`src/rtl/lane_mux_pkg.sv`:
```
// Shared types and helpers for the lane_mux_rr channel multiplexer.
package lane_mux_pkg;

   typedef enum logic {
      MODE_FIXED = 1'b0,
      MODE_RR    = 1'b1
   } mode_e;

   // Index width for n channels; never narrower than one bit.
   function automatic int unsigned cw_of(input int unsigned n);
      return (n < 2) ? 32'd1 : 32'($clog2(n));
   endfunction

endpackage

```
`src/rtl/lane_mux_rr_if.sv`:
```
// Handshake bundle between lane_mux_rr and its upstream channels / downstream sink.
interface lane_mux_rr_if #(
   parameter int unsigned NCH   = 4,
   parameter int unsigned LANES = 4,
   parameter int unsigned W     = 1
);
   localparam int unsigned CW = lane_mux_pkg::cw_of(NCH);
   localparam int unsigned DW = LANES * W;

   logic [NCH*DW-1:0] in_data;
   logic [NCH-1:0]    in_valid;
   logic [NCH-1:0]    in_ready;
   logic [CW-1:0]     sel;
   logic              mode;
   logic [DW-1:0]     out_data;
   logic              out_valid;
   logic              out_ready;
   logic [CW-1:0]     out_ch;

   modport master (
      output in_data, in_valid, sel, mode, out_ready,
      input  in_ready, out_data, out_valid, out_ch
   );

   modport slave (
      input  in_data, in_valid, sel, mode, out_ready,
      output in_ready, out_data, out_valid, out_ch
   );
endinterface

```
`src/rtl/lane_mux_rr_rr_arbiter.sv`:
```
// Round-robin arbiter: first requester after ptr, wrapping. Only built when
// LANE_MUX_RR_RR_EN is defined.
`ifdef LANE_MUX_RR_RR_EN
module rr_arbiter #(
   parameter int unsigned NCH = 4,
   parameter int unsigned CW  = 2
) (
   input  logic [NCH-1:0] req,
   input  logic [CW-1:0]  ptr,
   output logic [NCH-1:0] gnt,
   output logic [CW-1:0]  idx
);
   logic [CW-1:0] cand;
   logic          found;

   // Scan ptr+1 .. ptr+NCH so the last winner gets lowest priority.
   always_comb begin
      gnt   = '0;
      idx   = '0;
      found = 1'b0;
      cand  = '0;
      for (int unsigned i = 1; i <= NCH; i++) begin
         cand = CW'((32'(ptr) + i) % NCH);
         if (!found && req[cand]) begin
            found     = 1'b1;
            gnt[cand] = 1'b1;
            idx       = cand;
         end
      end
   end
endmodule
`endif

```
`src/rtl/lane_mux_rr.sv`:
```
// Multi-lane channel mux with registered output; fixed select, plus round-robin
// arbitration when LANE_MUX_RR_RR_EN is defined.
module lane_mux_rr
   import lane_mux_pkg::*;
#(
   parameter int unsigned NCH   = 4,
   parameter int unsigned LANES = 4,
   parameter int unsigned W     = 1
) (
   input logic         clk,
   input logic         rst_n,
   lane_mux_rr_if.slave bus
);
   localparam int unsigned CW = cw_of(NCH);
   localparam int unsigned DW = LANES * W;

   logic [NCH-1:0] fix_bits;
   logic           sel_ok;
   logic           fix_req;
   logic [NCH-1:0] gnt;
   logic [CW-1:0]  gidx;
   logic           load_en;
   logic [NCH-1:0] in_ready_c;
   logic           xfer;

   logic [DW-1:0]  out_data_q;
   logic [CW-1:0]  out_ch_q;
   logic           out_valid_q;

   assign sel_ok   = (32'(bus.sel) < NCH);
   assign fix_bits = bus.in_valid >> bus.sel;
   assign fix_req  = sel_ok & fix_bits[0];

`ifdef LANE_MUX_RR_RR_EN
   logic [CW-1:0]  ptr_q;
   logic [NCH-1:0] rr_gnt;
   logic [CW-1:0]  rr_idx;
   logic           rr_mode;

   assign rr_mode = (mode_e'(bus.mode) == MODE_RR);

   rr_arbiter #(.NCH(NCH), .CW(CW)) u_arb (
      .req (bus.in_valid),
      .ptr (ptr_q),
      .gnt (rr_gnt),
      .idx (rr_idx)
   );

   // Pointer follows the last round-robin winner; fixed-mode traffic leaves it alone.
   always_ff @(posedge clk or negedge rst_n) begin
      if (!rst_n)              ptr_q <= CW'(NCH - 1);
      else if (xfer && rr_mode) ptr_q <= gidx;
   end
`else
   logic unused_mode;
   assign unused_mode = bus.mode;
`endif

   // Grant selection for the current cycle.
   always_comb begin
      gnt  = fix_req ? (NCH'(1) << bus.sel) : '0;
      gidx = bus.sel;
`ifdef LANE_MUX_RR_RR_EN
      if (rr_mode) begin
         gnt  = rr_gnt;
         gidx = rr_idx;
      end
`endif
   end

   // Reset gating keeps in_ready quiet while the register is held in reset.
   assign load_en    = rst_n && (!out_valid_q || bus.out_ready);
   assign in_ready_c = load_en ? gnt : '0;
   assign xfer       = |(in_ready_c & bus.in_valid);

   always_ff @(posedge clk or negedge rst_n) begin
      if (!rst_n) begin
         out_data_q  <= '0;
         out_ch_q    <= '0;
         out_valid_q <= 1'b0;
      end else if (xfer) begin
         out_data_q  <= bus.in_data[32'(gidx) * DW +: DW];
         out_ch_q    <= gidx;
         out_valid_q <= 1'b1;
      end else if (bus.out_ready) begin
         out_valid_q <= 1'b0;
      end
   end

   assign bus.in_ready  = in_ready_c;
   assign bus.out_data  = out_data_q;
   assign bus.out_ch    = out_ch_q;
   assign bus.out_valid = out_valid_q;

endmodule

```
`src/flat_wrapper.sv`:
```
// flat-port wrapper written by rule: the top's interface ports become plain ports
module lane_mux_rr_flat import lane_mux_pkg::*;
#(
   parameter int unsigned NCH   = 4,
   parameter int unsigned LANES = 4,
   parameter int unsigned W     = 1
)
  (clk, rst_n, bus_in_data, bus_in_valid, bus_sel, bus_mode, bus_out_ready, bus_in_ready, bus_out_data, bus_out_valid, bus_out_ch);
  lane_mux_rr_if #(.NCH(NCH), .LANES(LANES), .W(W)) bus_i ();
  input logic clk;
  input logic rst_n;
  input wire logic [$bits(bus_i.in_data)-1:0] bus_in_data;
  input wire logic [$bits(bus_i.in_valid)-1:0] bus_in_valid;
  input wire logic [$bits(bus_i.sel)-1:0] bus_sel;
  input wire logic [$bits(bus_i.mode)-1:0] bus_mode;
  input wire logic [$bits(bus_i.out_ready)-1:0] bus_out_ready;
  output wire logic [$bits(bus_i.in_ready)-1:0] bus_in_ready;
  output wire logic [$bits(bus_i.out_data)-1:0] bus_out_data;
  output wire logic [$bits(bus_i.out_valid)-1:0] bus_out_valid;
  output wire logic [$bits(bus_i.out_ch)-1:0] bus_out_ch;
  assign bus_i.in_data = bus_in_data;
  assign bus_i.in_valid = bus_in_valid;
  assign bus_i.sel = bus_sel;
  assign bus_i.mode = bus_mode;
  assign bus_i.out_ready = bus_out_ready;
  assign bus_in_ready = bus_i.in_ready;
  assign bus_out_data = bus_i.out_data;
  assign bus_out_valid = bus_i.out_valid;
  assign bus_out_ch = bus_i.out_ch;
  lane_mux_rr #(.NCH(NCH), .LANES(LANES), .W(W)) u_core (.clk(clk), .rst_n(rst_n), .bus(bus_i));
endmodule
```
`config.mk`:
```
export PLATFORM = sky130hd
export DESIGN_NAME = lane_mux_rr_flat
export DESIGN_NICKNAME = d
export VERILOG_FILES = /design/src/rtl/lane_mux_pkg.sv /design/src/rtl/lane_mux_rr_if.sv /design/src/rtl/lane_mux_rr_rr_arbiter.sv /design/src/rtl/lane_mux_rr.sv /design/src/flat_wrapper.sv
export SDC_FILE = /design/constraint.sdc
export NUM_CORES = 1
export LEC_CHECK = 0
export CAP_MARGIN = 10
export CORE_MARGIN = 4
export CORE_UTILIZATION = 35
export CTS_CLUSTER_DIAMETER = 100
export DETAILED_ROUTE_END_ITERATION = 8
export GPL_TIMING_DRIVEN = 0
export PLACE_DENSITY = 0.83
export SLEW_MARGIN = 20
export SYNTH_ARGS = -nofsm -noshare
export SYNTH_HDL_FRONTEND = slang
export SYNTH_HIERARCHICAL = 1
export SYNTH_SLANG_ARGS = --single-unit
export TNS_END_PERCENT = 30
```
`constraint.sdc`:
```
create_clock -name clk -period 1.8 [get_ports clk]
set_input_delay 0.36 -clock clk [delete_from_list [all_inputs] [get_ports clk]]
set_output_delay 0.36 -clock clk [all_outputs]
set_load 0.03 [all_outputs]
```
==> metrics.md, run 1 <==
| Metric | Value |
|---|---|
| Result of the run | `complete, no violations` |
| Number of hold buffers added after cts | `0` |
| GR peak layer | `met2` |
| Root cell of the clock tree | `sky130_fd_sc_hd__clkbuf_4` |
| Crit Path Max Fanout | `2` |
| Synthesis-to-layout area growth | `87.1%` |
| Max-cap viol count | `0` |
| Clock sink count | `7` |
| Max stage delay on crit path | `0.69 ns` |
| Pre-CTS WS | `-0.928 ns` |
| Syn Std Cell Area | `487 µm²` |
| Cell-by-cell trace of the critical path | `clkdlybuf4s50_1` |
| Non-filler instance count after layout | `90` |
| Maximum number of pins on one net before global-route repair | `14` |
| Nets in the synthesized netlist | `62` |
| Antenna cells | `0` |
| Leakage component of the power | `0.384 nW` |
| Count of endpoints failing hold in the final timing report | `0` |
| Number of top-level design ports | `37` |
| FP Rows | `13` |
| Most common library cell in the layout ignoring fill and taps | `sky130_fd_sc_hd__clkdlybuf4s50_1` |
| Aggregate global routing overflow | `0` |
| Max Slew Vio Count | `0` |
| GRT Resource Usage Total | `16.5%` |
| Final setup violation count | `0` |
| Total DRC errors in the routed layout | `0` |
| Number of placed instances with taps included | `85` |
| Mean number of vias per cell | `5.49` |
| Global-route wire length before repair | `2.32 mm` |
| VDD IR max | `355 µV` |
| Starting utilization of the core area | `37.4%` |
| Pwr per Cell Area | `750 nW/µm²` |
| Number of warnings printed during yosys synthesis | `6` |
| Area contributors post-synth | `sky130_fd_sc_hd__dfrtp_1 36%, sky130_fd_sc_hd__mux4_1 22%, sky130_fd_sc_hd__mux2_2 16%` |
| Register area share after synthesis | `36.0%` |
| Clock latency on the worst-skew pair | `0.26 ns` |
| Post-detailed-route count of antenna-violating nets | `0` |
| Detailed Route Iter0 Violations | `2` |
| Setup repair after global routing missed its margin | `false` |
| Slew at the pin closest to its max-slew limit | `0.332 ns` |
| Post-layout net count | `102` |
| Post-route clock skew | `0.00997 ns` |
| Fin util | `70.0%` |
| Time the final worst path needs with I/O delays and setup | `1.71 ns` |
| Antenna violations before repair | `0` |
| Post-synth top area cell | `sky130_fd_sc_hd__dfrtp_1` |
| Synthesized netlist cell count | `36` |
| Per-cell routed wire length | `16.1 µm` |
| TritonCTS clock tree | `done` |
| Highest clock frequency the design can meet | `584 MHz` |
| Fraction of layout instances using a drive strength above 1 | `34.7%` |
| Highest-count cells in the layout ignoring fill and taps | `27 x sky130_fd_sc_hd__clkdlybuf4s50_1, 7 x sky130_fd_sc_hd__mux2_2, 7 x sky130_fd_sc_hd__dfrtp_1, 4 x sky130_fd_sc_hd__nand2_1, 4 x sky130_fd_sc_hd__mux4_1` |
| Critical path data arrival time | `1.35 ns` |
| Final WS setup | `0.0870 ns` |
| Required @ worst endpoint | `1.44 ns` |
| Register bit count reported by yosys | `7` |
| Grt met2 use | `28.2%` |
| Critical path endpoint category | `output port` |
| Worst path bufs/invs | `1` |
| Critical Path Source Type | `flop` |
| Maximum level of the CTS H-tree | `1` |
| Path type of the worst min-delay path | `in -> async` |
| Final period util | `95.2%` |
| Met3 Resource Use GR | `3.98%` |
| Worst slew margin | `77.9%` |
| Floorplan core area | `1300 µm²` |
| Met1 routing resource usage after global routing | `16.5%` |
| Wirelength, routed | `1.45 mm` |
| Placed wire-length estimate after detailed placement | `1.11 mm` |
| Horizontal die dimension | `45.3 µm` |
| Per-instance average area after synthesis | `13.5 µm²` |
| First drt pass iteration count | `4` |
| Slowest-stage cell, CP | `sky130_fd_sc_hd__clkdlybuf4s50_1` |
| Chip height | `45.3 µm` |
| Cts bufs inserted | `3` |
| Overall via count from detail_route | `494` |
| Clock slew at the register clock pins of the worst setup and hold paths | `0.06 ns` |
| Min Hold Slack | `0.0832 ns` |
| Category of the most critical setup path | `reg -> out` |
| Number of library cell types mapped by synthesis | `16` |
| Die area | `2050 µm²` |
| Number of global-route vias before repair | `525` |
| Kind of cell adding the most delay to the critical path | `buffers and inverters` |
| Buffer depth of the longest clock path | `2` |
| Total Power | `0.000684 W` |
| Top-area cell type share of the netlist area | `36.0%` |
| GPL Wtd Cong | `0.677` |
| Port-buffer cells | `34` |
flip-flops by register name, summed over array words and instances (netlist names):
name                  cells
u_core/bus.out_data       4
u_core/bus.out_ch         2
u_core/bus.out_valid      1
where the power goes:
group          leakage, nW  internal (W)  switching (W)
Clock               0.0150     0.0000849      0.0000613
Sequential          0.0811      0.000195      0.0000219
Combinational        0.288      0.000171       0.000150
Total                0.384      0.000451       0.000233
metrics by stage:
step / area [µm²] / setup TNS [ns]
3_3_place_gp: 857 / -3.85
3_5_place_dp: 857 / -4.07
4_1_cts: 911 / 0
5_1_grt: 911 / 0
2_1_floorplan: 498 / -0.0500
6_report: 911 / 0
cell families after synthesis:
family,count (synthesis),synth area share [%]
muxes,12,42.4
buffers and inverters,2,3.34
and+or+nand+nor,13,14.4
AOI/OAI and AO/OA,2,3.86
DFF,7,36.0
what timing repair did:
action / 4_1_cts / 5_1_grt
gates resized for setup: 38 / 0
endpoints found under the setup margin: 4 / 0
setup buffers: 1 / 0
final timing paths:
| check | startpoint | endpoint | slack, ns | depth (start not counted) |
|---|---|---|---|---|
| worst max-delay path | u_core/bus.out_valid | bus_out_valid | 0.09 | 1 |
| min in group clk | bus_sel[0] | u_core/bus.out_ch[0] | 0.41 | 2 |
| worst min register to register | u_core/bus.out_data[1] | u_core/bus.out_data[1] | 0.50 | 1 |
| max in group asynchronous | rst_n | u_core/bus.out_data[2] | 1.46 | 1 |
| worst min-delay path | rst_n | u_core/bus.out_data[3] | 0.08 | 1 |
| worst max register to register | u_core/bus.out_valid | u_core/bus.out_data[0] | 0.53 | 4 |
layer usage:
layer | wire length [µm] | vias up
li1 | - | 221
met1 | 525 | 232
met2 | 747 | 36
met3 | 137 | 5
met4 | 43 | 0
met5 | 0 | -
Yosys cell counts:
| library cell | count |
|---|---|
| sky130_fd_sc_hd__mux2_2 | 7 |
| sky130_fd_sc_hd__nor3_1 | 1 |
| sky130_fd_sc_hd__nand3_2 | 1 |
| sky130_fd_sc_hd__buf_2 | 1 |
| sky130_fd_sc_hd__mux4_2 | 1 |
| sky130_fd_sc_hd__nor2_1 | 1 |
| sky130_fd_sc_hd__a31o_2 | 1 |
| sky130_fd_sc_hd__nor4b_1 | 1 |
| sky130_fd_sc_hd__a22o_2 | 1 |
| sky130_fd_sc_hd__dfrtp_1 | 7 |
| sky130_fd_sc_hd__nand2_1 | 5 |
| sky130_fd_sc_hd__nand2b_1 | 1 |
| sky130_fd_sc_hd__nor3b_1 | 1 |
| sky130_fd_sc_hd__buf_6 | 1 |
| sky130_fd_sc_hd__mux4_1 | 4 |
| sky130_fd_sc_hd__nand3_1 | 2 |
layout make-up:
cell class | instances | area (µm²)
fillers | 102 | 390
repair buffers | 35 | 338
multi-input cells | 27 | 330
flip-flops and latches | 7 | 175
clock buffers | 4 | 26.3
plain buffers | 2 | 22.5
well taps | 15 | 18.8
Note: power is estimated with default switching activity, not from simulation.
==> run 2: changes to the inputs <==
--- a/config.mk
+++ b/config.mk
@@ -7,11 +7,12 @@
 export LEC_CHECK = 0
 export CAP_MARGIN = 10
 export CORE_MARGIN = 4
-export CORE_UTILIZATION = 35
+export CORE_UTILIZATION = 36
+export CTS_BUF_LIST = sky130_fd_sc_hd__clkbuf_8
 export CTS_CLUSTER_DIAMETER = 100
 export DETAILED_ROUTE_END_ITERATION = 8
 export GPL_TIMING_DRIVEN = 0
-export PLACE_DENSITY = 0.83
+export PLACE_DENSITY = 0.85
 export SLEW_MARGIN = 20
 export SYNTH_ARGS = -nofsm -noshare
 export SYNTH_HDL_FRONTEND = slang
==> run 2 against run 1 <==
Power up 8.7%; setup slack improved by 0.0025 ns; combinational power is essentially flat; sequential power hardly changed; core utilization is 7.8 points higher; hold slack gained 0.030 ns; final cell count did not move.
==> metrics.md, run 2 (synthesis results as in run 1) <==
| Metric | Value |
|---|---|
| Result of the run | `complete, no violations` |
| Setup repair after global routing missed its margin | `false` |
| Horizontal die dimension | `44.8 µm` |
| First drt pass iteration count | `4` |
| Kind of cell adding the most delay to the critical path | `multiplexers` |
| Category of the most critical setup path | `in -> reg` |
| Global-route wire length before repair | `2.19 mm` |
| Number of global-route vias before repair | `507` |
| Overall via count from detail_route | `478` |
| Aggregate global routing overflow | `0` |
| Critical path endpoint category | `flop` |
| Max reg flops | `4` |
| Post-layout net count | `103` |
| Final WS setup | `0.0895 ns` |
| VDD IR max | `529 µV` |
| Number of top-level design ports | `37` |
| Starting utilization of the core area | `41.0%` |
| Slew at the pin closest to its max-slew limit | `0.318 ns` |
| Wirelength, routed | `1.48 mm` |
| Placed cell area | `856 µm²` |
| Root cell of the clock tree | `sky130_fd_sc_hd__clkbuf_8` |
| Die area | `2000 µm²` |
| Max Slew Vio Count | `0` |
| Required @ worst endpoint | `1.90 ns` |
| Leakage component of the power | `0.401 nW` |
| Port-buffer cells | `34` |
| Clock slew at the register clock pins of the worst setup and hold paths | `0.04 ns` |
| GRT Resource Usage Total | `16.1%` |
| GPL Wtd Cong | `0.789` |
| Per-cell routed wire length | `16.4 µm` |
| Highest clock frequency the design can meet | `585 MHz` |
| Max-cap viol count | `0` |
| Filler instances | `86` |
| Post-detailed-route count of antenna-violating nets | `0` |
| Time the final worst path needs with I/O delays and setup | `1.71 ns` |
| Non-filler instance count after layout | `90` |
| Count of endpoints failing hold in the final timing report | `0` |
| Chip height | `44.8 µm` |
| Pwr per Cell Area | `805 nW/µm²` |
| FP Rows | `12` |
| Number of cells on the worst reg-to-reg path | `4` |
| Final design area excluding fillers | `923 µm²` |
| Maximum number of pins on one net before global-route repair | `14` |
| Most common library cell in the layout ignoring fill and taps | `sky130_fd_sc_hd__clkdlybuf4s50_1` |
| Critical Path Source Type | `input pin` |
| Buffer depth of the longest clock path | `2` |
| Pre-CTS WS | `-0.878 ns` |
| Critical path data arrival time | `1.81 ns` |
| Cts bufs inserted | `3` |
| Final period util | `95.0%` |
| Min Hold Slack | `0.113 ns` |
| Antenna violations before repair | `0` |
| Worst slew margin | `78.8%` |
| Number of hold buffers added after cts | `0` |
| End of the worst register-to-register path | `u_core/bus.out_data[2]` |
| Max stage delay on crit path | `0.50 ns` |
| Path type of the worst min-delay path | `in -> async` |
| Combined flip-flop and latch cell area | `175 µm²` |
| Post-route clock skew | `0.00334 ns` |
| Reg-to-reg setup timing slack | `0.58 ns` |
| Maximum level of the CTS H-tree | `1` |
| Clock sink count | `7` |
| TritonCTS clock tree | `done` |
| Total DRC errors in the routed layout | `0` |
| Fraction of layout instances using a drive strength above 1 | `36.8%` |
| Highest-count cells in the layout ignoring fill and taps | `27 x sky130_fd_sc_hd__clkdlybuf4s50_1, 7 x sky130_fd_sc_hd__mux2_2, 7 x sky130_fd_sc_hd__dfrtp_1` |
| Detailed Route Iter0 Violations | `5` |
| Mean number of vias per cell | `5.31` |
| Clock latency on the worst-skew pair | `0.22 ns` |
| Beginning of the worst register-to-register path | `u_core/bus.out_valid` |
| Worst path bufs/invs | `1` |
| Number of placed instances with taps included | `84` |
| Slowest-stage cell, CP | `sky130_fd_sc_hd__mux4_2` |
| Synthesis-to-layout area growth | `89.7%` |
| Antenna cells | `0` |
| Floorplan core area | `1190 µm²` |
| Crit Path Max Fanout | `5` |
| Cell-by-cell trace of the critical path | `clkdlybuf4s50_1, mux4_2, nand3_2, mux2_2` |
| Area occupied by multi-input gates | `322 µm²` |
| Final setup violation count | `0` |
| Setup tns final | `0 ns` |
## run 2: final cells by class
class	count	share of cell area, %
clock inverters	1	0.407
flip-flops and latches	7	19.0
plain buffers	2	2.44
multi-input cells	27	34.8
well taps	14	1.90
clock buffers	3	4.47
repair buffers	36	37.0
## run 2: routing by layer
metal  track usage, %  up-vias  share of wire (%)
li1                 -      226                  -
met4             8.77        0                1.6
met2             29.5       24                 54
met5                0        -                  0
met1             16.4      226                 36
met3             3.98        2                7.7
## run 2: worst max path at each step
stage                                     from                      to  slack, ns  cells after the start
after floorplan           u_core/bus.out_valid         bus_in_ready[2]      -0.05                      3
after global placement                   rst_n         bus_in_ready[0]      -0.87                      4
after detailed placement                 rst_n         bus_in_ready[0]      -0.88                      4
after CTS                           bus_sel[1]         bus_in_ready[2]      -0.06                      5
after global routing                     rst_n         bus_in_ready[1]      0.006                      4
final                          bus_in_valid[0]  u_core/bus.out_data[2]       0.09                      4
## run 2: repair_timing
item | 4_1_cts | 5_1_grt
gates resized for setup | 32 | 4
setup endpoints to repair | 4 | 4
setup buffers | 1 | 1
hold endpoints to repair | 0 | 0
pin swaps | 1 | 0
## run 2: worst register-to-register path, cell delays in order, from the launching register on
cell and delay (ns):
sky130_fd_sc_hd__dfrtp_1 0.38, sky130_fd_sc_hd__nand2b_4 0.08, sky130_fd_sc_hd__buf_4 0.15, sky130_fd_sc_hd__nand3_2 0.13, sky130_fd_sc_hd__mux2_2 0.35
## run 2: through the flow
step	util [%]	power, W
finish	77.8	0.000743
global route	77.8	0.000787
floorplan	-	0.000377
CTS	76.4	0.000747
detailed placement	72.2	0.000530
global placement	72.2	0.000521
## run 2: where the power goes
part / switching, W / internal (W) / leakage, nW
logic: 0.000147 / 0.000171 / 0.293
registers: 0.0000197 / 0.000195 / 0.0811
clock network: 0.0000628 / 0.000147 / 0.0269
total: 0.000230 / 0.000513 / 0.401
==> run 3: changes to the inputs <==
--- a/config.mk
+++ b/config.mk
@@ -6,14 +6,13 @@
 export NUM_CORES = 1
 export LEC_CHECK = 0
 export CAP_MARGIN = 10
-export CORE_MARGIN = 4
 export CORE_UTILIZATION = 36
 export CTS_BUF_LIST = sky130_fd_sc_hd__clkbuf_8
 export CTS_CLUSTER_DIAMETER = 100
 export DETAILED_ROUTE_END_ITERATION = 8
 export GPL_TIMING_DRIVEN = 0
 export PLACE_DENSITY = 0.85
-export SLEW_MARGIN = 20
+export SLEW_MARGIN = 15
 export SYNTH_ARGS = -nofsm -noshare
 export SYNTH_HDL_FRONTEND = slang
 export SYNTH_HIERARCHICAL = 1
==> run 3 against run 2 <==
Sequential power hardly changed; non-clock buffer count is 2 lower; die area is 25% lower; first-iteration DRC count is 20% lower; clock-buffer cell count stayed put; sequential cell count stayed put; largest power group unchanged; highest routed layer unchanged.
==> metrics.md, run 3 (synthesis results as in run 1) <==
| Metric | Value |
|---|---|
| First drt pass iteration count | `3` |
| FP Rows | `12` |
| Post-route clock skew | `0.000617 ns` |
| Post-detailed-route count of antenna-violating nets | `0` |
| Placed cell area | `856 µm²` |
| Horizontal die dimension | `38.8 µm` |
| Port-buffer cells | `34` |
| Max stage delay on crit path | `0.50 ns` |
| Total DRC errors in the routed layout | `0` |
| GRT Resource Usage Total | `19.3%` |
| Floorplan core area | `1190 µm²` |
| Setup repair after global routing missed its margin | `false` |
| Per-cell routed wire length | `14.2 µm` |
| Synthesis-to-layout area growth | `85.1%` |
| Number of top-level design ports | `37` |
| Instance count on the critical path | `4` |
| Worst slew margin | `78.8%` |
| Min Hold Slack | `0.116 ns` |
| Number of cells on the worst reg-to-reg path | `3` |
| Starting utilization of the core area | `41.0%` |
| Post-layout net count | `101` |
| Overall via count from detail_route | `464` |
| TritonCTS clock tree | `done` |
| Chip height | `38.8 µm` |
| Antenna cells | `0` |
| Maximum level of the CTS H-tree | `1` |
| Category of the most critical setup path | `in -> reg` |
| Placed wire-length estimate after detailed placement | `950 µm` |
| Number of global-route vias before repair | `465` |
| Number of cells upsized or downsized after cts | `34` |
| Clock slew at the register clock pins of the worst setup and hold paths | `0.04 ns` |
| Cts bufs inserted | `3` |
| Reported net switching power | `0.000229 W` |
| Cell-by-cell trace of the critical path | `clkdlybuf4s50_1, mux4_2, nand3_2, mux2_2` |
| Most common library cell in the layout ignoring fill and taps | `sky130_fd_sc_hd__clkdlybuf4s50_1` |
| Setup Fix Bufs, Post-CTS | `0` |
| Aggregate global routing overflow | `0` |
| Share of power burned in registers | `29.1%` |
| Max reg flops | `4` |
| Time the final worst path needs with I/O delays and setup | `1.72 ns` |
| Root cell of the clock tree | `sky130_fd_sc_hd__clkbuf_8` |
| Max Slew Vio Count | `0` |
| Relative contribution of the clock network to total power | `28.8%` |
| Slew at the pin closest to its max-slew limit | `0.317 ns` |
| Wirelength, routed | `1.25 mm` |
| GPL Wtd Cong | `0.679` |
| Clock sink count | `7` |
| Highest clock frequency the design can meet | `583 MHz` |
| Switching power share of the total | `31.0%` |
| Final setup violation count | `0` |
| Buffer depth of the longest clock path | `2` |
| Pre-CTS WS | `-0.874 ns` |
| Required @ worst endpoint | `1.90 ns` |
| Worst path bufs/invs | `1` |
| Highest-count cells in the layout ignoring fill and taps | `27 x sky130_fd_sc_hd__clkdlybuf4s50_1, 7 x sky130_fd_sc_hd__mux2_2, 7 x sky130_fd_sc_hd__dfrtp_1, 4 x sky130_fd_sc_hd__nand2_1, 4 x sky130_fd_sc_hd__mux4_1` |
| Cell-internal power | `0.000509 W` |
| Final WS setup | `0.0849 ns` |
| Result of the run | `complete, no violations` |
| Pwr per Cell Area | `819 nW/µm²` |
| Crit Path Max Fanout | `5` |
| Total Power | `0.000738 W` |
| Count of endpoints failing hold in the final timing report | `0` |
| Number of hold buffers added after cts | `0` |
| Global-route wire length before repair | `1.90 mm` |
| Fin util | `75.9%` |
| Detailed Route Iter0 Violations | `4` |
| Mean number of vias per cell | `5.27` |
| Final period util | `95.3%` |
| Final design area excluding fillers | `901 µm²` |
| Critical path endpoint category | `flop` |
| Path type of the worst min-delay path | `in -> async` |
| VDD IR max | `499 µV` |
| Critical Path Source Type | `input pin` |
| Leakage component of the power | `0.383 nW` |
| Fraction of layout instances using a drive strength above 1 | `33.8%` |
| Die area | `1500 µm²` |
| Filler instances | `97` |
| Slowest-stage cell, CP | `sky130_fd_sc_hd__mux4_2` |
| Maximum number of pins on one net before global-route repair | `14` |
| Kind of cell adding the most delay to the critical path | `multiplexers` |
| Clock latency on the worst-skew pair | `0.22 ns` |
| Proportion of power drawn by combinational gates | `42.0%` |
| Critical path data arrival time | `1.82 ns` |
| Max-cap viol count | `0` |
| Antenna violations before repair | `0` |
[run 3: final cells by class]
class	count	area (µm²)	share of cell area, %
buffer	2	22.5	2.50
clock buffer	3	41.3	4.58
clock inverter	1	3.75	0.417
multi-input combinational	27	317	35.1
sequential	7	175	19.4
tap	14	17.5	1.94
timing repair buffer	34	324	36.0
[run 3: final timing paths]
kind / startpoint / end / slack [ns]
max in group asynchronous: rst_n / u_core/bus.out_data[2] / 1.45
min: rst_n / u_core/bus.out_valid / 0.12
max reg2reg: u_core/bus.out_valid / u_core/bus.out_data[3] / 0.68
max: bus_in_valid[3] / u_core/bus.out_data[3] / 0.08
min in group clk: bus_sel[0] / u_core/bus.out_ch[0] / 0.45
min reg2reg: u_core/bus.out_data[0] / u_core/bus.out_data[0] / 0.50
[run 3: routing by layer]
layer	wire, µm	global-route usage, %
met4	17	7.76
met2	648	34.6
met1	491	20.4
met5	0	0
met3	91	6.36
[run 3: power by group through the flow]
stage | Clock, W | Combinational (W) | Sequential [W]
floorplan | 0 | 0.0000873 | 0.000290
global route | 0.000228 | 0.000330 | 0.000219
global placement | 0 | 0.000307 | 0.000213
detailed placement | 0 | 0.000311 | 0.000217
CTS | 0.000215 | 0.000314 | 0.000215
finish | 0.000213 | 0.000310 | 0.000215
[run 3: per-stage QoR]
| step | instances | TNS (ns) |
|---|---|---|
| 5_1_grt | 88 | 0 |
| 2_1_floorplan | 36 | -0.0500 |
| 4_1_cts | 88 | 0 |
| 3_3_place_gp | 84 | -3.90 |
| 6_report | 88 | 0 |
| 3_5_place_dp | 84 | -4.07 |
